[config.mk]
export PLATFORM = sky130hd
export DESIGN_NAME = linebuf_ctrl
export DESIGN_NICKNAME = d
export VERILOG_FILES = /design/src/rtl/linebuf_ctrl_pkg.sv /design/src/rtl/linebuf_merge.sv /design/src/rtl/linebuf_ctrl.sv
export SDC_FILE = /design/constraint.sdc
export NUM_CORES = 1
export LEC_CHECK = 0
export CORE_AREA = 5 5 76 78
export DETAILED_ROUTE_END_ITERATION = 8
export DIE_AREA = 0 0 81 83
export HOLD_SLACK_MARGIN = 0.02
export PLACE_DENSITY = 0.76
export SYNTH_ARGS = -nofsm -noshare
export SYNTH_HDL_FRONTEND = slang
export SYNTH_HIERARCHICAL = 1
export SYNTH_SLANG_ARGS = --single-unit
[constraint.sdc]
create_clock -name clk -period 2.55 [get_ports clk]
set_clock_uncertainty 0.2 [all_clocks]
set_input_delay 0.51 -clock clk [delete_from_list [all_inputs] [get_ports clk]]
set_output_delay 0.51 -clock clk [all_outputs]
set_load 0.05 [all_outputs]
[src/rtl/linebuf_ctrl_pkg.sv]
// Shared definitions for the scanline sequencer: FSM encoding and pixel field layout.
package linebuf_ctrl_pkg;

    // Encoding is exported on the phase output, so values are pinned.
    typedef enum logic [2:0] {
        StIdle   = 3'd0,
        StClear  = 3'd1,
        StTile   = 3'd2,
        StSprRd  = 3'd3,
        StSprChk = 3'd4,
        StDone   = 3'd5
    } state_e;

    // Pixel layout: [3:0] colour, [5:4] palette, [6] sprite marker, [7] tile priority.
    localparam int unsigned ColLsb    = 0;
    localparam int unsigned ColMsb    = 3;
    localparam int unsigned PalLsb    = 4;
    localparam int unsigned PalMsb    = 5;
    localparam int unsigned MarkerBit = 6;
    localparam int unsigned PrioBit   = 7;

    // Colour 0 is transparent.
    function automatic logic px_opaque(input logic [7:0] px);
        return px[ColMsb:ColLsb] != 4'h0;
    endfunction

endpackage

[src/rtl/linebuf_merge.sv]
// Sprite-over-line merge decision: decides whether a sprite pixel lands on the old pixel.
module linebuf_merge
    import linebuf_ctrl_pkg::*;
(
    input  logic [7:0] old_px,
    input  logic [7:0] new_px,
    input  logic       prio,
    output logic       wren,
    output logic [7:0] wrdata
);

    logic old_marked;
    logic old_tile_prio;
    logic unused_bits;

    assign old_marked    = old_px[MarkerBit];
    assign old_tile_prio = old_px[PrioBit];

    // Palette of the old pixel and the incoming marker bit play no part in the decision.
    assign unused_bits = ^{old_px[PalMsb:PalLsb], new_px[MarkerBit]};

    // Opaque sprite wins unless an earlier sprite already owns the pixel, or an opaque
    // tile pixel claims priority over a low-priority sprite.
    always_comb begin
        wren   = px_opaque(new_px) && !old_marked &&
                 (prio || !old_tile_prio || !px_opaque(old_px));
        wrdata = new_px;
        wrdata[MarkerBit] = 1'b1;
    end

endmodule

[src/rtl/linebuf_ctrl.sv]
// Scanline sequencer for the double-buffered line buffer: flip, clear, tile pass, sprite pass.
module linebuf_ctrl
    import linebuf_ctrl_pkg::*;
#(
    parameter int unsigned CLEAR_LEN = 320,
    parameter logic [7:0]  CLEAR_VAL = 8'h00
) (
    input  logic       clk,
    input  logic       reset_n,
    input  logic       line_start,
    input  logic       render_en,
    output logic       linesel,
    output logic [8:0] lb_idx,
    output logic [7:0] lb_wrdata,
    output logic       lb_wren,
    input  logic [7:0] lb_rddata,
    input  logic       tile_req,
    input  logic [8:0] tile_idx,
    input  logic [7:0] tile_data,
    output logic       tile_ack,
    input  logic       tile_done,
    input  logic       spr_req,
    input  logic [8:0] spr_idx,
    input  logic [7:0] spr_data,
    input  logic       spr_prio,
    output logic       spr_ack,
    input  logic       spr_done,
    output logic [2:0] phase,
    output logic       overrun
);

    localparam logic [8:0] LastIdx = 9'(CLEAR_LEN - 1);

    state_e     state_q;
    logic       linesel_q;
    logic       render_en_q;
    logic [8:0] counter_q;
    logic [8:0] spr_idx_q;
    logic [7:0] spr_data_q;
    logic       spr_prio_q;
    logic       done_pend_q;
    logic       overrun_q;

    logic       merge_wren;
    logic [7:0] merge_wrdata;

    linebuf_merge u_merge (
        .old_px (lb_rddata),
        .new_px (spr_data_q),
        .prio   (spr_prio_q),
        .wren   (merge_wren),
        .wrdata (merge_wrdata)
    );

    // Sequencer FSM; line_start preempts any phase and abandons work in progress.
    always_ff @(posedge clk or negedge reset_n) begin
        if (!reset_n) begin
            state_q     <= StIdle;
            linesel_q   <= 1'b0;
            render_en_q <= 1'b0;
            counter_q   <= '0;
            spr_idx_q   <= '0;
            spr_data_q  <= '0;
            spr_prio_q  <= 1'b0;
            done_pend_q <= 1'b0;
            overrun_q   <= 1'b0;
        end else begin
            overrun_q <= 1'b0;
            if (line_start) begin
                linesel_q   <= ~linesel_q;
                render_en_q <= render_en;
                counter_q   <= '0;
                done_pend_q <= 1'b0;
                state_q     <= StClear;
                if (state_q != StIdle && state_q != StDone) begin
                    overrun_q <= 1'b1;
                end
            end else begin
                case (state_q)
                    StClear: begin
                        counter_q <= counter_q + 9'd1;
                        if (counter_q == LastIdx) begin
                            state_q <= render_en_q ? StTile : StDone;
                        end
                    end
                    StTile: begin
                        if (tile_done) begin
                            state_q <= StSprRd;
                        end
                    end
                    StSprRd: begin
                        if (spr_req) begin
                            spr_idx_q   <= spr_idx;
                            spr_data_q  <= spr_data;
                            spr_prio_q  <= spr_prio;
                            // A done arriving with the last pixel waits for its write.
                            done_pend_q <= spr_done;
                            state_q     <= StSprChk;
                        end else if (spr_done) begin
                            state_q <= StDone;
                        end
                    end
                    StSprChk: begin
                        state_q     <= (done_pend_q || spr_done) ? StDone : StSprRd;
                        done_pend_q <= 1'b0;
                    end
                    default: ;
                endcase
            end
        end
    end

    // Render-port mux and handshakes, decoded from the current phase.
    always_comb begin
        lb_idx    = '0;
        lb_wrdata = '0;
        lb_wren   = 1'b0;
        tile_ack  = 1'b0;
        spr_ack   = 1'b0;
        case (state_q)
            StClear: begin
                lb_idx    = counter_q;
                lb_wrdata = CLEAR_VAL;
                lb_wren   = 1'b1;
            end
            StTile: begin
                lb_idx    = tile_idx;
                lb_wrdata = tile_data;
                lb_wren   = tile_req;
                tile_ack  = tile_req;
            end
            StSprRd: begin
                lb_idx  = spr_idx;
                // Not accepted when the line is being restarted under it.
                spr_ack = spr_req && !line_start;
            end
            StSprChk: begin
                lb_idx    = spr_idx_q;
                lb_wrdata = merge_wrdata;
                lb_wren   = merge_wren;
            end
            default: ;
        endcase
    end

    assign linesel = linesel_q;
    assign phase   = state_q;
    assign overrun = overrun_q;

endmodule

======== Yosys cells after proc, flatten, opt, wreduce, memory -nomap -nowiden ========
Index checks and enable logic that the tools add are counted.
word-level totals
  input bits .............................. 51
  register bits ........................... 34
  output and inout port bits .............. 25
cells by class
  equal/unequal tests ..................... 10
  reduce and logical (&&, ||, !) cells .... 20
  $add $sub $neg .......................... 1
  bitwise logic cells ..................... 2
  muxes and demuxes ....................... 20
operator list
  kind                                                              number
  9-bit one-hot mux with 4 select lines                             1
  3-bit two-way mux                                                 7
  9-bit two-way mux                                                 2
  8-bit one-hot mux with 2 select lines                             1
  3-bit != test (second input constant)                             4
  3-bit one-hot mux with 4 select lines                             1
  9-bit by 1-bit adder with 9-bit output (second input constant)    1
  9-bit == test (second input constant)                             1
  4-bit nonzero test                                                2
  3-bit by 2-bit == test with 1-bit output (second input constant)  2
  1-bit two-way mux                                                 6
  3-bit nonzero test                                                2
  5-bit nonzero test                                                1
  1-bit logical AND                                                 4
  1-bit logical NOT                                                 4
  4-bit != test (second input constant)                             1
  4-bit AND reduction                                               1
  3-bit by 1-bit == test with 1-bit output (second input constant)  1
  3-bit == test (second input constant)                             1
  1-bit logical OR                                                  3
  1-bit one-hot mux with 3 select lines                             1
  3-bit AND reduction                                               1
  1-bit NOT                                                         2
  1-bit one-hot mux with 2 select lines                             1
  2 further kinds                                                   2

======== Depth between registers and ports, before layout ========
  depth after elaboration ................. 5
  depth in mapped cells ................... 7
  gate-level depth less buffers ........... 5

======== Cells and area by module ========
The synthesis kept the hierarchy.
modules (own cells, without submodules)
  module         sequential area each (um2)  cells each  times used  area an instance (um2)
  linebuf_ctrl   850.8                       205         1           2080.7
  linebuf_merge  0.0                         13          1           90.1

======== Worst setup path before layout ========
No wires, ideal clock.
  path kind ............................... register -> output
  start ................................... register state_q[1], in the netlist phase[1]
  end ..................................... output port lb_idx[0]
  required time ........................... 1840 ps
  data arrival time ....................... 2392 ps
  cell stages (with the launch flop) ...... 8
  setup slack ............................. -552 ps
  cells stage by stage .................... dfrtp_1 -> buf_6 -> clkbuf_8 -> buf_6 -> mux2i_1 -> nor2_1 -> a21oi_1 -> o21ai_0
on the way
  word-level cells in the longest chain between the ends .. 2
  elaborated cells on any way between the ends .. 5
ends and longest elaborated chain
  what                                     RTL line             RTL
  from (decl)                              linebuf_ctrl.sv:34   state_e state_q;
  from (signal assigned)                   linebuf_ctrl.sv:58   state_q <= StIdle;
  from (signal assigned)                   linebuf_ctrl.sv:74   state_q <= StClear;
  from (signal assigned)                   linebuf_ctrl.sv:83   state_q <= render_en_q ? StTile : StDone;
  3-bit == test (tied with other cells)    linebuf_ctrl.sv:120  case (state_q)
  9-bit one-hot mux with 4 select lines *  linebuf_ctrl.sv:120
  to (decl)                                linebuf_ctrl.sv:13   output logic [8:0] lb_idx,
Every way passes the cells marked *; elsewhere a longest branch is shown, timed or not.

======== Worst setup path after layout ========
  start ................................... input port lb_rddata[0]
  end ..................................... output port lb_wren
on the way
  word-level cells in the longest chain between the ends .. 5
ends and longest elaborated chain
  what                                   RTL line                RTL
  from (decl)                            linebuf_ctrl.sv:16      input logic [7:0] lb_rddata,
  4-bit nonzero test                     linebuf_ctrl_pkg.sv:24  return px[ColMsb:ColLsb] != 4'h0;
  1-bit logical NOT                      linebuf_merge.sv:26     (prio || !old_tile_prio || !px_opaque(old_px));
  1-bit logical OR                       linebuf_merge.sv:26
  1-bit logical AND                      linebuf_merge.sv:25     wren = px_opaque(new_px) && !old_marked &&
  net merge_wren                         linebuf_ctrl.sv:44      logic merge_wren;
  1-bit one-hot mux with 3 select lines  linebuf_ctrl.sv:120
  to (decl)                              linebuf_ctrl.sv:15      output logic lb_wren,
The timed path passes the listed nets, and every way through them passes these cells.

==> impl_metrics.env <==
export IMPL_status="complete, no violations"
export IMPL_grt_pass1_wl_mm=9.45
export IMPL_switching_share=0.439
export IMPL_final_cell_mix="clkdlybuf4s50_1 (45), dfrtp_1 (31), buf_12 (24)"
export IMPL_dpl_instance_area_sq_um=3180
export IMPL_crit_type="input port to output port"
export IMPL_holdBufCountCts=0
export IMPL_grt_setup_unrepaired="no"
export IMPL_synth_area_per_cell_sq_um=9.88
export IMPL_clk_pin_slew_ns=0.07
export IMPL_cp_data_arrival_time_ns=1.81
export IMPL_syn_instance_count=216
export IMPL_dieArea_sq_um=6720
export IMPL_setup_tns_ns=0
export IMPL_layout_drive_gt1_share=0.272
export IMPL_power_leakage_nw=1.36
export IMPL_yosysWarningCount=6
export IMPL_drcViolationCount=0
export IMPL_grt_antenna_before_repair=0
export IMPL_setup_ws_ns=0.0275
export IMPL_p_sw_w=0.00156
export IMPL_p_comb_frac=0.636
export IMPL_firstDrtPassIters=4
export IMPL_cts_max_path_buffers=2
export IMPL_slew_viol_final=0
export IMPL_powerDensity_nw_per_um2=1080
export IMPL_grt_pass1_vias=1977
export IMPL_pwr_share_clk=0.114
export IMPL_grt_max_degree=34
export IMPL_place_ws_ns=-0.207
export IMPL_reg2reg_setup_slack_ns=0.33
export IMPL_power_w=0.00355
export IMPL_endpoint_kind="output port"
export IMPL_area_delta_synth_final_pct=54.3
export IMPL_nets=339
export IMPL_gr_total_overflow=0
export IMPL_die_h_um=83
export IMPL_port_buffers=72
export IMPL_vias=1891
export IMPL_critPathMaxFanout=1
export IMPL_intPower_w=0.00199
export IMPL_syn_nets=268
export IMPL_grt_use_total=0.179
export IMPL_clk_latency_ns=0.28
export IMPL_maxCapViolCount=0
export IMPL_via_per_inst=5.30
export IMPL_drt_iter0_drc=41
export IMPL_h_tree_depth=2
export IMPL_setup_viol=0
export IMPL_cts_tree="done"
export IMPL_cts_made_buffers=5
export IMPL_initial_utilization=0.426
export IMPL_hold_path_class="flop to flop"
export IMPL_rows=26
export IMPL_final_area_sq_um=3290
export IMPL_diodes=0
export IMPL_peakVddDrop_v=0.000684
export IMPL_critical_path_required_ns=1.84
export IMPL_final_common_cell="clkdlybuf4s50_1"
export IMPL_pin_count=76
export IMPL_multi_input_area_sq_um=1200
export IMPL_min_period_over_period=0.989
export IMPL_place_gp_congestion=0.810
export IMPL_wirelength_mm=5.84
export IMPL_cp_start_kind="input port"
export IMPL_dpl_hpwl_mm=4.29
export IMPL_syn_area_sq_um=2130
export IMPL_power_frac_seq=0.250
export IMPL_die_x_um=81
export IMPL_ant_nets=0
export IMPL_max_freq_mhz=396
export IMPL_hold_viol=0
export IMPL_fill_cells=410
export IMPL_wire_per_inst_um=16.4
export IMPL_core_area_sq_um=5010
export IMPL_min_period_ns=2.52
export IMPL_clock_sinks=33
export IMPL_area_sequential_sq_um=828
export IMPL_root_buffer="clkbuf_8"
==> stage by stage <==
stage                     instances  hold WS [ns]   util
after detailed placement        348         0.261  0.635
after global routing            357         0.284  0.657
after global placement          348         0.254  0.635
final                           357         0.271  0.657
after floorplan                 216        0.0144      -
after CTS                       355         0.273  0.653
==> routing by layer <==
metal | wire, um | part of all wire | track usage | vias up
li1 | - | - | - | 896
met1 | 2510 | 0.43 | 0.219 | 927
met2 | 2820 | 0.48 | 0.287 | 55
met3 | 382 | 0.065 | 0.0595 | 13
met4 | 126 | 0.022 | 0.0691 | 0
met5 | 0 | 0 | 0 | -
==> critical path: stages <==
cell	delay, ns
clkdlybuf4s15_1	0.15
or4_1	0.50
a311oi_1	0.29
nand2_1	0.10
o21ai_2	0.09
buf_12	0.16
==> area by class of cell <==
class / count / share of cell area
Clock buffer: 7 / 0.0262
Inverter: 4 / 0.00456
Multi-Input combinational cell: 155 / 0.363
Sequential cell: 33 / 0.252
Tap cell: 70 / 0.0266
Timing Repair Buffer: 88 / 0.328
==> registers in the layout, indices dropped and copies added (netlist names), 3 cells and up <==
register / cells
phase: 3
counter_q: 9
spr_data_q: 7
spr_idx_q: 9
==> power by group through the flow <==
| stage | sequential (W) | clock (W) | combinational, W |
|---|---|---|---|
| global route | 0.000920 | 0.000435 | 0.00239 |
| detailed placement | 0.000890 | 0 | 0.00224 |
| CTS | 0.000889 | 0.000412 | 0.00226 |
| floorplan | 0.000960 | 0 | 0.00138 |
| finish | 0.000889 | 0.000404 | 0.00226 |
| global placement | 0.000882 | 0 | 0.00222 |
==> path summary, 6_finish.rpt <==
kind                                       endpoint                startpoint  cells past startpoint
setup / recovery                            lb_wren              lb_rddata[0]                      6
hold / removal                  linesel$_DFFE_PN0P_       linesel$_DFFE_PN0P_                      1
max in group asynchronous      phase[1]$_DFFE_PN0P_                   reset_n                      2
hold reg to reg                 linesel$_DFFE_PN0P_       linesel$_DFFE_PN0P_                      1
min in group asynchronous  counter_q[5]$_DFFE_PN0P_                   reset_n                      2
setup reg to reg               phase[1]$_DFFE_PN0P_  counter_q[0]$_DFFE_PN0P_                      5
==> what timing repair did <==
item	4_1_cts	5_1_grt
pin swaps	3	3
hold endpoints to repair	0	0
endpoints found under the setup margin	10	7
gates resized for setup	8	5
cloned	0	1
setup buffers	0	1
Note: power is estimated with default switching activity, not from simulation.
